**src/rtl/cellrv32_package.sv**
```systemverilog
// rtl/cellrv32_package.sv - vector rename types and opcode-class constants
package cellrv32_package;

  localparam int VREG_W    = 5;
  localparam int VTICKET_W = 4;
  localparam int VMAXVL_W  = 11;

  // top bit of the major-opcode class field (opcode[6:4])
  localparam int instr_opcode_msb_c = 6;

  // opcode classes of vector memory ops (LOAD-FP / STORE-FP)
  localparam logic [2:0] opcode_class_vload_c  = 3'b000;
  localparam logic [2:0] opcode_class_vstore_c = 3'b010;

  // hazard lock encodings carried with the renamed instruction
  localparam logic [1:0] lock_load_c  = 2'b11;
  localparam logic [1:0] lock_store_c = 2'b01;
  localparam logic [1:0] lock_none_c  = 2'b00;

  typedef struct packed {
    logic [6:0]          opcode;
    logic                reconfigure;
    logic [VREG_W-1:0]   dst;
    logic [VREG_W-1:0]   src1;
    logic [VREG_W-1:0]   src2;
    logic [VMAXVL_W-1:0] maxvl;
  } to_vector;

  typedef struct packed {
    logic [6:0]           opcode;
    logic                 reconfigure;
    logic [VREG_W-1:0]    dst;
    logic [VREG_W-1:0]    src1;
    logic [VREG_W-1:0]    src2;
    logic [VREG_W-1:0]    mask_src;
    logic                 dst_iszero;
    logic [1:0]           lock;
    logic [VMAXVL_W-1:0]  maxvl;
    logic [VTICKET_W-1:0] ticket;
    logic [VTICKET_W-1:0] last_ticket_src1;
    logic [VTICKET_W-1:0] last_ticket_src2;
  } remapped_v_instr;

  typedef struct packed {
    logic [6:0]           opcode;
    logic [VREG_W-1:0]    dst;
    logic [VREG_W-1:0]    src1;
    logic [VREG_W-1:0]    src2;
    logic [VREG_W-1:0]    mask_src;
    logic [VMAXVL_W-1:0]  maxvl;
    logic [VTICKET_W-1:0] ticket;
    logic [VTICKET_W-1:0] last_ticket_src1;
    logic [VTICKET_W-1:0] last_ticket_src2;
  } memory_remapped_v_instr;

  // true for loads and stores, which also occupy the memory channel
  function automatic logic is_mem_class(input logic [2:0] opc_class);
    return (opc_class == opcode_class_vload_c) || (opc_class == opcode_class_vstore_c);
  endfunction

endpackage

```
**src/rtl/vrat.sv**
```systemverilog
// rtl/vrat.sv - vector register alias table with bulk clear
module vrat
  import cellrv32_package::*;
#(
  parameter int VECTOR_REGISTERS = 32
) (
  input  logic              clk_i,
  input  logic              rstn_i,
  input  logic              clear_i,
  input  logic              wr_en_i,
  input  logic [VREG_W-1:0] wr_addr_i,
  input  logic [VREG_W-1:0] wr_data_i,
  input  logic [VREG_W-1:0] src1_i,
  input  logic [VREG_W-1:0] src2_i,
  input  logic [VREG_W-1:0] dst_i,
  output logic [VREG_W-1:0] src1_o,
  output logic [VREG_W-1:0] src2_o,
  output logic [VREG_W-1:0] dst_o,
  output logic              dst_mapped_o,
  output logic [VREG_W-1:0] mask_src_o
);

  logic [VREG_W-1:0]           map_q [VECTOR_REGISTERS];
  logic [VECTOR_REGISTERS-1:0] mapped_q;

  // mapped flags: cleared by reset or reconfigure, set on allocation
  always_ff @(posedge clk_i) begin
    if (!rstn_i || clear_i) begin
      mapped_q <= '0;
    end else if (wr_en_i) begin
      mapped_q[wr_addr_i] <= 1'b1;
    end
  end

  // physical index storage; only meaningful where the mapped flag is set
  always_ff @(posedge clk_i) begin
    if (wr_en_i && !clear_i) begin
      map_q[wr_addr_i] <= wr_data_i;
    end
  end

  // unmapped registers read back as their architectural index
  assign src1_o       = mapped_q[src1_i] ? map_q[src1_i] : src1_i;
  assign src2_o       = mapped_q[src2_i] ? map_q[src2_i] : src2_i;
  assign dst_o        = map_q[dst_i];
  assign dst_mapped_o = mapped_q[dst_i];
  // v0 holds the mask operand
  assign mask_src_o   = mapped_q[0] ? map_q[0] : '0;

endmodule

```
**src/rtl/cellrv32_cpu_cp_vector_rename.sv**
```systemverilog
// rtl/cellrv32_cpu_cp_vector_rename.sv - vector register rename and ticket issue stage
module cellrv32_cpu_cp_vector_rename
  import cellrv32_package::*;
#(
  parameter int VECTOR_REGISTERS   = 32,
  parameter int VECTOR_LANES       = 8,
  parameter int VECTOR_TICKET_BITS = 4,
  parameter int MAX_INFLIGHT       = 8
) (
  input  logic                               clk_i,
  input  logic                               rstn_i,
  input  logic                               valid_i,
  input  to_vector                           instr_i,
  output logic                               pop_o,
  output logic                               valid_o,
  output remapped_v_instr                    instr_o,
  input  logic                               ready_i,
  output logic                               m_valid_o,
  output memory_remapped_v_instr             m_instr_o,
  input  logic                               m_ready_i,
  input  logic                               retire_valid_i,
  output logic [$clog2(MAX_INFLIGHT+1)-1:0]  inflight_o,
  output logic                               is_idle_o
);

  localparam int                   INFL_W     = $clog2(MAX_INFLIGHT + 1);
  localparam int                   LANE_SHIFT = $clog2(VECTOR_LANES);
  localparam logic [INFL_W-1:0]    MAX_INFL   = INFL_W'(MAX_INFLIGHT);
  localparam logic [VTICKET_W-1:0] TICKET_MAX = VTICKET_W'((1 << VECTOR_TICKET_BITS) - 1);
  localparam logic [VREG_W-1:0]    REG_MASK   = VREG_W'(VECTOR_REGISTERS - 1);

  logic                 exe_pend_q, mem_pend_q;
  remapped_v_instr      stage_q, renamed;
  logic [INFL_W-1:0]    inflight_q;
  logic [VTICKET_W-1:0] next_ticket_q, ticket, ticket_next;
  logic [VREG_W-1:0]    next_free_q;
  logic [VTICKET_W-1:0] last_producer_q [VECTOR_REGISTERS];

  logic [2:0]           opc_class;
  logic                 is_load, is_store, is_mem, reconf;
  logic                 stage_empty, stage_free, pop, alloc, retire;
  logic [VMAXVL_W-1:0]  hop_full;
  logic [VREG_W-1:0]    hop, dst_phys;
  logic [VREG_W-1:0]    rat_src1, rat_src2, rat_dst, rat_mask;
  logic                 dst_mapped;
  logic [VTICKET_W-1:0] lp_src1, lp_src2;

  assign opc_class = instr_i.opcode[instr_opcode_msb_c -: 3];
  assign is_load   = (opc_class == opcode_class_vload_c);
  assign is_store  = (opc_class == opcode_class_vstore_c);
  assign is_mem    = is_mem_class(opc_class);
  assign reconf    = instr_i.reconfigure;

  // a slot is free once both channels have taken it or are taking it now
  assign stage_empty = !exe_pend_q && !mem_pend_q;
  assign stage_free  = (!exe_pend_q || ready_i) && (!mem_pend_q || m_ready_i);
  assign pop = valid_i && stage_free && (inflight_q < MAX_INFL) &&
               (!reconf || (inflight_q == '0 && stage_empty));

  // a group occupies maxvl/LANES physical registers, at least one
  assign hop_full = instr_i.maxvl >> LANE_SHIFT;
  assign hop      = (hop_full == '0) ? VREG_W'(1) : hop_full[VREG_W-1:0];

  assign dst_phys = dst_mapped ? rat_dst : next_free_q;
  assign alloc    = pop && !reconf && !dst_mapped;
  assign retire   = retire_valid_i && (inflight_q != '0);

  assign ticket      = reconf ? VTICKET_W'(1) : next_ticket_q;
  assign ticket_next = (ticket == TICKET_MAX) ? VTICKET_W'(1) : ticket + VTICKET_W'(1);

  assign lp_src1 = last_producer_q[instr_i.src1];
  assign lp_src2 = last_producer_q[instr_i.src2];

  vrat #(
    .VECTOR_REGISTERS(VECTOR_REGISTERS)
  ) u_vrat (
    .clk_i       (clk_i),
    .rstn_i      (rstn_i),
    .clear_i     (pop && reconf),
    .wr_en_i     (alloc),
    .wr_addr_i   (instr_i.dst),
    .wr_data_i   (next_free_q),
    .src1_i      (instr_i.src1),
    .src2_i      (instr_i.src2),
    .dst_i       (instr_i.dst),
    .src1_o      (rat_src1),
    .src2_o      (rat_src2),
    .dst_o       (rat_dst),
    .dst_mapped_o(dst_mapped),
    .mask_src_o  (rat_mask)
  );

  // build the renamed instruction for the incoming op
  always_comb begin
    renamed                  = '0;
    renamed.opcode           = instr_i.opcode;
    renamed.reconfigure      = reconf;
    renamed.maxvl            = instr_i.maxvl;
    renamed.ticket           = ticket;
    renamed.last_ticket_src1 = (lp_src1 == '0) ? ticket : lp_src1;
    renamed.last_ticket_src2 = (lp_src2 == '0) ? ticket : lp_src2;
    renamed.mask_src         = rat_mask;
    if (reconf) begin
      renamed.dst              = instr_i.dst;
      renamed.src1             = instr_i.src1;
      renamed.src2             = instr_i.src2;
      renamed.lock             = lock_none_c;
      renamed.last_ticket_src1 = ticket;
      renamed.last_ticket_src2 = ticket;
    end else begin
      renamed.dst        = dst_phys;
      renamed.src1       = (instr_i.src1 == instr_i.dst) ? dst_phys : rat_src1;
      renamed.src2       = (instr_i.src2 == instr_i.dst) ? dst_phys : rat_src2;
      renamed.dst_iszero = is_store;
      renamed.lock       = is_load ? lock_load_c : (is_store ? lock_store_c : lock_none_c);
    end
  end

  // output stage, issue counters and allocation pointer
  always_ff @(posedge clk_i) begin
    if (!rstn_i) begin
      stage_q       <= '0;
      exe_pend_q    <= 1'b0;
      mem_pend_q    <= 1'b0;
      inflight_q    <= '0;
      next_ticket_q <= VTICKET_W'(1);
      next_free_q   <= '0;
    end else begin
      if (pop) begin
        stage_q       <= renamed;
        exe_pend_q    <= 1'b1;
        mem_pend_q    <= is_mem && !reconf;
        next_ticket_q <= ticket_next;
      end else begin
        if (ready_i)   exe_pend_q <= 1'b0;
        if (m_ready_i) mem_pend_q <= 1'b0;
      end
      if (pop && !retire)      inflight_q <= inflight_q + INFL_W'(1);
      else if (!pop && retire) inflight_q <= inflight_q - INFL_W'(1);
      if (pop && reconf)  next_free_q <= '0;
      else if (alloc)     next_free_q <= (next_free_q + hop) & REG_MASK;
    end
  end

  // last ticket to write each architectural register; stores write nothing
  always_ff @(posedge clk_i) begin
    if (!rstn_i || (pop && reconf)) begin
      for (int i = 0; i < VECTOR_REGISTERS; i++) last_producer_q[i] <= '0;
    end else if (pop && !is_store) begin
      last_producer_q[instr_i.dst] <= ticket;
    end
  end

  assign pop_o      = pop;
  assign valid_o    = exe_pend_q;
  assign m_valid_o  = mem_pend_q;
  assign instr_o    = stage_q;
  assign inflight_o = inflight_q;
  assign is_idle_o  = !valid_i && stage_empty && (inflight_q == '0);

  assign m_instr_o.opcode           = stage_q.opcode;
  assign m_instr_o.dst              = stage_q.dst;
  assign m_instr_o.src1             = stage_q.src1;
  assign m_instr_o.src2             = stage_q.src2;
  assign m_instr_o.mask_src         = stage_q.mask_src;
  assign m_instr_o.maxvl            = stage_q.maxvl;
  assign m_instr_o.ticket           = stage_q.ticket;
  assign m_instr_o.last_ticket_src1 = stage_q.last_ticket_src1;
  assign m_instr_o.last_ticket_src2 = stage_q.last_ticket_src2;

  // a retire with nothing in flight means the back end lost count
  assert property (@(posedge clk_i) disable iff (!rstn_i) !(retire_valid_i && inflight_q == '0));

endmodule

```
**config.mk**
```make
export PLATFORM = sky130hd
export DESIGN_NAME = cellrv32_cpu_cp_vector_rename
export DESIGN_NICKNAME = d
export VERILOG_FILES = /design/src/rtl/cellrv32_package.sv /design/src/rtl/vrat.sv /design/src/rtl/cellrv32_cpu_cp_vector_rename.sv
export SDC_FILE = /design/constraint.sdc
export NUM_CORES = 1
export LEC_CHECK = 0
export BUFFER_PORTS_ARGS = -buffer_cell sky130_fd_sc_hd__buf_2
export CELL_PAD_IN_SITES_DETAIL_PLACEMENT = 1
export CELL_PAD_IN_SITES_GLOBAL_PLACEMENT = 1
export CORE_MARGIN = 2
export CORE_UTILIZATION = 50
export CTS_CLUSTER_DIAMETER = 60
export DETAILED_ROUTE_END_ITERATION = 8
export PLACE_DENSITY_LB_ADDON = 0.1
export SETUP_SLACK_MARGIN = 0.5
export SYNTH_ARGS = -nofsm -noshare
export SYNTH_HDL_FRONTEND = slang
export SYNTH_HIERARCHICAL = 1
export SYNTH_SLANG_ARGS = --single-unit
```
**constraint.sdc**
```tcl
create_clock -name clk_i -period 5.07 [get_ports clk_i]
set_input_delay 0.7605 -clock clk_i [delete_from_list [all_inputs] [get_ports clk_i]]
set_output_delay 0.7605 -clock clk_i [all_outputs]
set_load 0.05 [all_outputs]
```
==> reports/metrics.json, run 1 <==
{
  "timing": {
    "final.setup.tns_ps": 0,
    "worst_slew_pin_slew_ps": 1189,
    "period_share": 0.7991,
    "grt_setup_unrepaired": "false",
    "hold_violations": 0,
    "timing.slew.headroom": 0.2071,
    "setup_ws_ps": 1019,
    "final.setup_skew_ps": 27.32,
    "max_freq_ghz": 0.2468,
    "finalMaxSlewViolations": 0,
    "period_needed_ps": 4051,
    "timing.hold.ws_ps": 436.0,
    "setup_violations": 0
  },
  "die": {
    "io_pins": 152,
    "initial_utilization": 0.5055,
    "site_row_count": 76,
    "die_h_um": 212.5,
    "core_um2": 42980,
    "die_x_um": 212.5,
    "floorplan.die_area_um2": 45140
  },
  "global_route": {
    "vias_in_the_first_global_route": 16108,
    "grt_use_total": 0.3218,
    "antenna_found_initial": 2,
    "global_route_overflow": 0,
    "grt_first_pass_wirelength_um": 105800,
    "grt_start_max_net_pins": 68
  },
  "critical_path": {
    "timing.critical_path.max_delay_family": "simple AND/OR/NAND/NOR gates",
    "worst_path_largest_cell_delay_ps": 680,
    "cp.required_ps": 5310,
    "timing.critical_path.arrival_ps": 4290,
    "worst_setup_path_start_kind": "input pin",
    "timing.setup.critical_path_class": "input pin to flip-flop",
    "crit_path_frequent_cell": "sky130_fd_sc_hd__mux4_2",
    "critPathBufInv": 1,
    "endpoint_kind": "flip-flop",
    "cp_slowest_cell": "sky130_fd_sc_hd__or3_1",
    "critPathMaxFanout": 22,
    "crit_chain": "buf_2, mux4_2, mux4_2, mux2_2, nor3_2, nand2_1, or3_1, nor2_1"
  },
  "yosys": {
    "yosysSeqAreaShare": 0.4911,
    "synth_nets": 1793,
    "ys_ff_latch": 389,
    "synth_cell_types": 66,
    "netlist_instances": 1743,
    "syn_area_um2": 21730,
    "postSynth.asyncResetShare": 0,
    "ys_dominant_reg_cell": "sky130_fd_sc_hd__edfxtp_1",
    "synth-edff-count": 288,
    "synth.yosys.warnings": 6,
    "syn-mean-instance-area_um2": 12.47
  },
  "cts": {
    "cts_tree": "built",
    "cts-buffers-inserted": 46,
    "clock_latency_late_sink_ps": 600,
    "cts-hold-fix-buffers": 0,
    "ctsHtreeMaxLevel": 2,
    "cts_resized": 0,
    "clock_transition_at_the_register_clock_pins_on_the_worst_setup_and_hold_paths_after_cts_ps": 60,
    "cts.root.buffer_cell": "sky130_fd_sc_hd__clkbuf_16",
    "max-clock-path-buffers": 3,
    "buffers_inserted_during_post_cts_setup_optimization": 0,
    "clock_sinks": 389
  },
  "power_and_ir_drop": {
    "power.ir.vdd_worst_v": 0.0003182,
    "netSwitchingFraction": 0.3304,
    "power.clock.fraction": 0.358,
    "net_sw_power_w": 0.003113,
    "powerDensity_nw_per_um2": 391.1,
    "pwr-share-comb": 0.230,
    "p_total_w": 0.009424,
    "sequentialPowerShare": 0.412,
    "cell_internal_pwr_w": 0.006310,
    "p_leak_nw": 9.017
  },
  "routing": {
    "total_vias_in_the_final_route": 15815,
    "post_drt_via_cell_ratio": 6.543,
    "first_pass_iters": 5,
    "wl_per_cell_um": 29.66,
    "route.detailed.drc": 0,
    "drt-total-wl_um": 71700,
    "drt_iter0_drc": 1773,
    "drtAntennaViolNets": 0
  },
  "cells_and_area": {
    "top_library_cells_by_usage_in_the_layout_fill_and_taps_aside": "sky130_fd_sc_hd__edfxtp_1 (288), sky130_fd_sc_hd__nor2_1 (222), sky130_fd_sc_hd__mux2i_1 (163), sky130_fd_sc_hd__nand2_1 (157), sky130_fd_sc_hd__mux4_2 (155)",
    "n_fill_cell": 4377,
    "instances_no_fill": 2417,
    "nets_finish": 1846,
    "mostFrequentLayoutCell": "sky130_fd_sc_hd__edfxtp_1",
    "final_layout_size_suffix_gt1_frac": 0.2556,
    "total_area_of_sequential_cells_um2": 10670,
    "syn2layout_area_growth_pct": 10.90,
    "multiInputGateArea_um2": 10020
  },
  "placement": {
    "buffer_ports.inserted": 151,
    "gp_congestion": 0.9090,
    "dpl_cells": 2333,
    "worst_slack_placed_ps": 482.6,
    "place_hpwl_um": 48160
  },
  "worst_hold_path": {
    "timing.hold.worst.class": "input pin to flip-flop"
  },
  "run_status": {
    "status": "complete, no violations"
  },
  "run": {
    "drv.max_cap_violation_count": 0
  }
}
## registers in the layout, summed over array words and instances, names as in the netlist
signal,count
next_free_q,5
m_valid_o,1
u_vrat/mapped_q,32
u_vrat/map_q,160
valid_o,1
inflight_o,4
next_ticket_q,4
last_producer_q,128
instr_o,54
## synthesized netlist by cell type (all sizes together) (7+ instances only)
cell,number,area share
buf,113,0.034
nor3,11,0.0032
mux2i,163,0.075
nor2b,17,0.0049
nor2,223,0.039
nand2,157,0.027
a21boi,28,0.0097
inv,13,0.0022
nor4,10,0.0029
nand2b,19,0.0055
xnor2,11,0.0044
mux4,158,0.16
clkbuf,71,0.012
a221oi,20,0.0081
o21ai,22,0.0051
mux2,27,0.014
o22ai,7,0.0020
nor3b,8,0.0030
o211ai,12,0.0041
nand3,8,0.0018
a21oi,74,0.017
edfxtp,288,0.40
dfxtp,101,0.093
a22oi,54,0.019
ha,8,0.0046
and2,22,0.0064
o211a,10,0.0046
## power groups by stage
stage | clock [W] | sequential, W | combinational [W]
after detailed placement | 0 | 0.00394 | 0.00215
after floorplan | 0 | 0.00416 | 0.00135
after global placement | 0 | 0.00393 | 0.00211
after CTS | 0.00340 | 0.00388 | 0.00216
final | 0.00338 | 0.00388 | 0.00216
after global routing | 0.00351 | 0.00391 | 0.00229
## metal layers
metal / global-route usage / part of all wire / vias up / wire length (um)
met2: 0.4985 / 0.46 / 886 / 32870
met4: 0.1177 / 0.035 / 4 / 2486
met3: 0.07814 / 0.098 / 165 / 7001
li1: - / - / 6726 / -
met5: 0 / 0.00038 / - / 27
met1: 0.4427 / 0.41 / 8034 / 29310
## worst register-to-register path, cell delays in order (launching register included)
cell and delay (ps):
sky130_fd_sc_hd__dfxtp_1 390, sky130_fd_sc_hd__mux4_2 490, sky130_fd_sc_hd__mux4_2 460, sky130_fd_sc_hd__mux2_2 370, sky130_fd_sc_hd__nor3_2 320, sky130_fd_sc_hd__nand2_1 120, sky130_fd_sc_hd__or3_1 680, sky130_fd_sc_hd__nor2_1 540
## metrics by stage
stage	util	area, um^2
detailed placement	0.5253	22580
finish	0.5606	24100
global route	0.5606	24100
floorplan	-	21730
global placement	0.5253	22580
CTS	0.5606	24090
## logic make-up after synthesis
logic type	synth area share
compound gates	0.09041
buf+inv	0.04854
mux	0.2537
simple gates	0.1030
flops	0.4911
xor+xnor	0.006852
fa+ha+maj	0.006450
## final timing paths
kind	startpoint	endpoint	slack, ps	cells past startpoint
setup / recovery	instr_i[22]	u_vrat/map_q[22][3]	1020	8
hold / removal	instr_i[29]	instr_o[49]	440	3
setup reg to reg	u_vrat/mapped_q[0]	u_vrat/map_q[22][3]	1350	7
hold reg to reg	instr_o[23]	instr_o[23]	480	2
## final cells by class
| type | instances | area share |
|---|---|---|
| sequential | 389 | 0.4429 |
| multi-input combinational | 1156 | 0.4157 |
| clock buffer | 59 | 0.05068 |
| timing repair buffer | 189 | 0.04580 |
| tap | 585 | 0.03038 |
| clock inverter | 24 | 0.01225 |
| inverter | 14 | 0.002181 |
| antenna | 1 | 0.0001038 |
(Power assumes the default switching activity.)
==> inputs of run 2 (changes only) <==
ABC_AREA = 1   (was default)
CORE_UTILIZATION = 41   (was 50)
clock period = 3.3 ns   (was 5.07 ns; I/O delays follow)
==> run 2 against run 1 <==
Total power grew 67%; area after synthesis grew 7.7%; global-route usage grew 0.78 points; clock power grew 56%; largest power group unchanged; sequential power grew 56%; count of clock-buffer cells in the layout grew 6; final cell count grew 68%; sequential cell count is the same; final area grew 10%.
==> reports/metrics.json, run 2 <==
{
  "yosys": {
    "syn-mean-instance-area": {"value": 7.241, "unit": "um^2", "change": "-42%"},
    "syn_area": {"value": 23410, "unit": "um^2", "change": "+7.7%"},
    "muxShareOfSynthArea": {"value": 0.001710, "change": "-0.2520"},
    "xor_and_xnor_area_share_after_synthesis": {"value": 0.003742, "change": "-0.003111"},
    "netlist_instances": {"value": 3233, "change": "+85%"},
    "ys_dominant_reg_cell": "sky130_fd_sc_hd__edfxtp_1",
    "synth_top_area_cell": "sky130_fd_sc_hd__edfxtp_1",
    "postSynth.asyncResetShare": {"value": 0, "change": "unchanged"},
    "synthMostInstantiatedCell": "sky130_fd_sc_hd__nand2_1",
    "ys_ff_latch": {"value": 389, "change": "unchanged"},
    "synth.yosys.warnings": {"value": 6, "change": "unchanged"},
    "synth_top_family_by_area": "simple AND/OR/NAND/NOR gates",
    "synth_cell_types": {"value": 40, "change": "-39%"},
    "synth-edff-count": {"value": 288, "change": "unchanged"},
    "yosys.area.top_type_share": {"value": 0.3694, "change": "-0.02857"},
    "synth_area_leaders": "sky130_fd_sc_hd__edfxtp_1 (37%), sky130_fd_sc_hd__nand2_1 (16%), sky130_fd_sc_hd__nand3_1 (13%)",
    "yosysSeqAreaShare": {"value": 0.4558, "change": "-0.03525"},
    "simple_gate_fraction_of_synth_area": {"value": 0.3440, "change": "+0.2410"},
    "synth_nets": {"value": 3283, "change": "+83%"},
    "synth_adder_area_share": {"value": 0.005986, "change": "-0.0004630"},
    "leading_post_synthesis_cells_by_instance_count": "sky130_fd_sc_hd__nand2_1 (1012), sky130_fd_sc_hd__nand3_1 (602), sky130_fd_sc_hd__edfxtp_1 (288), sky130_fd_sc_hd__nor2_1 (264), sky130_fd_sc_hd__inv_1 (259)",
    "synth_compound_gate_area_share": {"value": 0.07932, "change": "-0.01109"}
  },
  "critical_path": {
    "worstRegToRegCells": {"value": 13, "change": "+6"},
    "critPathMaxFanout": {"value": 53, "change": "+140%"},
    "rr_endpoint": "last_producer_q[4][0]",
    "cp.required": {"value": 2800, "unit": "ps", "change": "-2510 ps"},
    "reg2reg_slack": {"value": 600, "unit": "ps", "change": "-750 ps"},
    "timing.setup.critical_path_class": "flip-flop to output pin",
    "cp_slowest_cell": "sky130_fd_sc_hd__dfxtp_4",
    "endpoint_kind": "output pin",
    "worst_path_largest_cell_delay": {"value": 370, "unit": "ps", "change": "-310 ps"},
    "crit_chain": "nor4_4, nand3_2, o21ai_4, buf_8, buf_4",
    "worst_setup_path_start_kind": "flip-flop",
    "critical_path.reg2reg.startpoint": "valid_o",
    "timing.critical_path.arrival": {"value": 2270, "unit": "ps", "change": "-2020 ps"}
  },
  "power_and_ir_drop": {
    "power.ir.vdd_worst": {"value": 0.0004152, "unit": "V", "change": "+30%"},
    "p_leak": {"value": 11.72, "unit": "nW", "change": "+30%"},
    "powerDensity": {"value": 591.8, "unit": "nW/um^2", "change": "+51%"},
    "p_total": {"value": 0.01572, "unit": "W", "change": "+67%"}
  },
  "placement": {
    "gp_congestion": {"value": 0.9331, "change": "+2.7%"},
    "post_dp_cell_area": {"value": 24850, "unit": "um^2", "change": "+10%"},
    "worst_slack_placed": {"value": -91.14, "unit": "ps", "change": "-573.8 ps"},
    "buffer_ports.inserted": {"value": 151, "change": "unchanged"},
    "place_hpwl": {"value": 68110, "unit": "um", "change": "+41%"}
  },
  "cts": {
    "clock_transition_at_the_register_clock_pins_on_the_worst_setup_and_hold_paths_after_cts": {"value": 60, "unit": "ps", "change": "about the same"},
    "max-clock-path-buffers": {"value": 3, "change": "unchanged"},
    "ctsHtreeMaxLevel": {"value": 2, "change": "unchanged"},
    "clock_latency_late_sink": {"value": 590, "unit": "ps", "change": "about the same"},
    "cts-buffers-inserted": {"value": 47, "change": "+2.2%"},
    "cts.root.buffer_cell": "sky130_fd_sc_hd__clkbuf_16",
    "cts-hold-fix-buffers": {"value": 0, "change": "unchanged"},
    "cts_tree": "built",
    "clock_sinks": {"value": 389, "change": "unchanged"}
  },
  "cells_and_area": {
    "final_layout_size_suffix_gt1_frac": {"value": 0.1285, "change": "-0.1271"},
    "mostFrequentLayoutCell": "sky130_fd_sc_hd__nand2_1",
    "max_ffs_per_register": {"value": 160, "change": "unchanged"},
    "syn2layout_area_growth_pct": 13.49,
    "most_flops_register": "u_vrat/map_q",
    "nets_finish": {"value": 3321, "change": "+80%"},
    "final_util": {"value": 0.4712, "change": "-0.08948"},
    "finish.instance_area": {"value": 26570, "unit": "um^2", "change": "+10%"},
    "top_library_cells_by_usage_in_the_layout_fill_and_taps_aside": "sky130_fd_sc_hd__nand2_1 (1004), sky130_fd_sc_hd__nand3_1 (601), sky130_fd_sc_hd__edfxtp_1 (288), sky130_fd_sc_hd__inv_1 (253), sky130_fd_sc_hd__nor2_1 (231)"
  },
  "timing": {
    "setup_violations": {"value": 0, "change": "unchanged"},
    "final.setup_skew": {"value": 14.61, "unit": "ps", "change": "-12.70 ps"},
    "worst_slew_pin_slew": {"value": 1005, "unit": "ps", "change": "-184.1 ps"},
    "finalMaxSlewViolations": {"value": 0, "change": "unchanged"},
    "timing.slew.headroom": {"value": 0.3247, "change": "+0.1176"},
    "grt_setup_unrepaired": "true",
    "period_share": 0.8389,
    "hold_violations": {"value": 0, "change": "unchanged"},
    "max_freq_ghz": 0.3612,
    "period_needed_ps": 2768,
    "setup_ws": {"value": 531.6, "unit": "ps", "change": "-487.1 ps"}
  },
  "routing": {
    "drtAntennaViolNets": {"value": 0, "change": "unchanged"},
    "wl_per_cell": {"value": 24.36, "unit": "um", "change": "-18%"},
    "drt_iter0_drc": {"value": 2340, "change": "+32%"},
    "route.detailed.drc": {"value": 0, "change": "unchanged"},
    "drt-total-wl": {"value": 99050, "unit": "um", "change": "+38%"},
    "first_pass_iters": {"value": 5, "change": "unchanged"},
    "total_vias_in_the_final_route": {"value": 23650, "change": "+50%"},
    "post_drt_via_cell_ratio": {"value": 5.817, "change": "-11%"}
  },
  "global_route": {
    "grt_use_total": {"value": 0.3296, "change": "+0.007806"},
    "global_route_overflow": {"value": 0, "change": "unchanged"},
    "vias_in_the_first_global_route": {"value": 23812, "change": "+48%"},
    "antenna_found_initial": {"value": 4, "change": "+2"},
    "grt_first_pass_wirelength": {"value": 148700, "unit": "um", "change": "+41%"},
    "grt_start_max_net_pins": {"value": 85, "change": "+25%"}
  },
  "run_status": {
    "status": "complete, no violations"
  },
  "die": {
    "io_pins": {"value": 152, "change": "unchanged"},
    "initial_utilization": {"value": 0.4151, "change": "-0.09038"},
    "core": {"value": 56390, "unit": "um^2", "change": "+31%"},
    "die_h": {"value": 242.9, "unit": "um", "change": "+14%"},
    "site_row_count": {"value": 87, "change": "+14%"},
    "floorplan.die_area": {"value": 59020, "unit": "um^2", "change": "+31%"},
    "die_x": {"value": 242.9, "unit": "um", "change": "+14%"}
  },
  "worst_hold_path": {
    "holdPathStages": {"value": 3, "change": "unchanged"},
    "worstHoldStart": "instr_i[0]",
    "hold-path-endpoint": "instr_o[12]",
    "timing.hold.worst.class": "input pin to flip-flop"
  },
  "run": {
    "drv.max_cap_violation_count": {"value": 0, "change": "unchanged"}
  }
}
run 2: cell types whose count changed in the layout (fill, tap and decap cells not counted), moves of 20 or more:
cell and change:
sky130_fd_sc_hd__nand2_1 +847, sky130_fd_sc_hd__nand3_1 +593, sky130_fd_sc_hd__inv_1 +241, sky130_fd_sc_hd__mux2i_1 -159, sky130_fd_sc_hd__mux4_2 -155, sky130_fd_sc_hd__o21ai_0 +118, sky130_fd_sc_hd__a21oi_1 +114, sky130_fd_sc_hd__a22oi_1 -54
sky130_fd_sc_hd__buf_4 +51, sky130_fd_sc_hd__a21boi_0 -28, sky130_fd_sc_hd__mux2_2 -25, sky130_fd_sc_hd__a221oi_1 -20, sky130_fd_sc_hd__and2_1 -20
run 2: final cells by class:
cell class	count	area, um^2
Antenna cell	2	5.005
Tap cell	756	945.9
Clock inverter	21	230.2
Clock buffer	65	1326
Multi-Input combinational cell	2299	10470
Sequential cell	389	10680
Fill cell	7125	29820
Inverter	276	1052
Timing Repair Buffer	258	1854
run 2: through the flow:
| step | hold WS, ps | instances | TNS [ps] |
|---|---|---|---|
| detailed placement | 459.9 | 3969 | -895.9 |
| global route | 144.4 | 4064 | 0 |
| global placement | 450.2 | 3969 | 0 |
| finish | 142.9 | 4066 | 0 |
| CTS | 111.2 | 4057 | 0 |
| floorplan | 444.8 | 3233 | 0 |
run 2: how the worst max path moves through the flow:
stage               cells past startpoint          start  slack, ps                     to
floorplan                              16    instr_i[21]        420    u_vrat/map_q[21][0]
global placement                       17    instr_i[22]         10    u_vrat/map_q[22][3]
detailed placement                     17    instr_i[22]        -90    u_vrat/map_q[22][4]
CTS                                    17    instr_i[22]        510    u_vrat/map_q[22][4]
global route                           13        valid_o        410  last_producer_q[4][1]
finish                                  5  inflight_o[0]        530                  pop_o
run 2: repair_timing:
item	CTS	global route
gates resized for setup	7	14
setup buffers	2	7
setup endpoints to repair	2	147
pin swaps	2	10
run 2: metal layers:
layer,vias up,part of all wire,GRT usage
met1,11582,0.42,0.4515
met4,4,0.042,0.1393
met2,1167,0.45,0.5197
met3,241,0.090,0.05020
li1,10656,-,-
met5,-,0.00026,0
run 2: kinds of logic (layout without fill, tap and decap cells):
| family | after synthesis | after routing |
|---|---|---|
| AOI/OAI and AO/OA | 363 | 363 |
| xor gates and xnor gates | 10 | 10 |
| adders and majority gates | 10 | 10 |
| buffers and inverters | 545 | 620 |
| DFF | 389 | 389 |
| muxes | 4 | 4 |
| other | 0 | 2 |
| and+or+nand+nor | 1912 | 1912 |
run 2: where the power goes:
part           internal (W)  total (W)  switching, W  leakage, nW
Combinational       0.00104    0.00440       0.00336         7.42
Clock               0.00308    0.00528       0.00220        0.756
Sequential          0.00571    0.00604      0.000330         3.54
run 2: critical path, delay by kind of cell (launching register included):
kind | cells | cell delay (ps)
buf+inv | 2 | 590
simple gates | 2 | 480
compound gates | 1 | 250
flops | 1 | 370
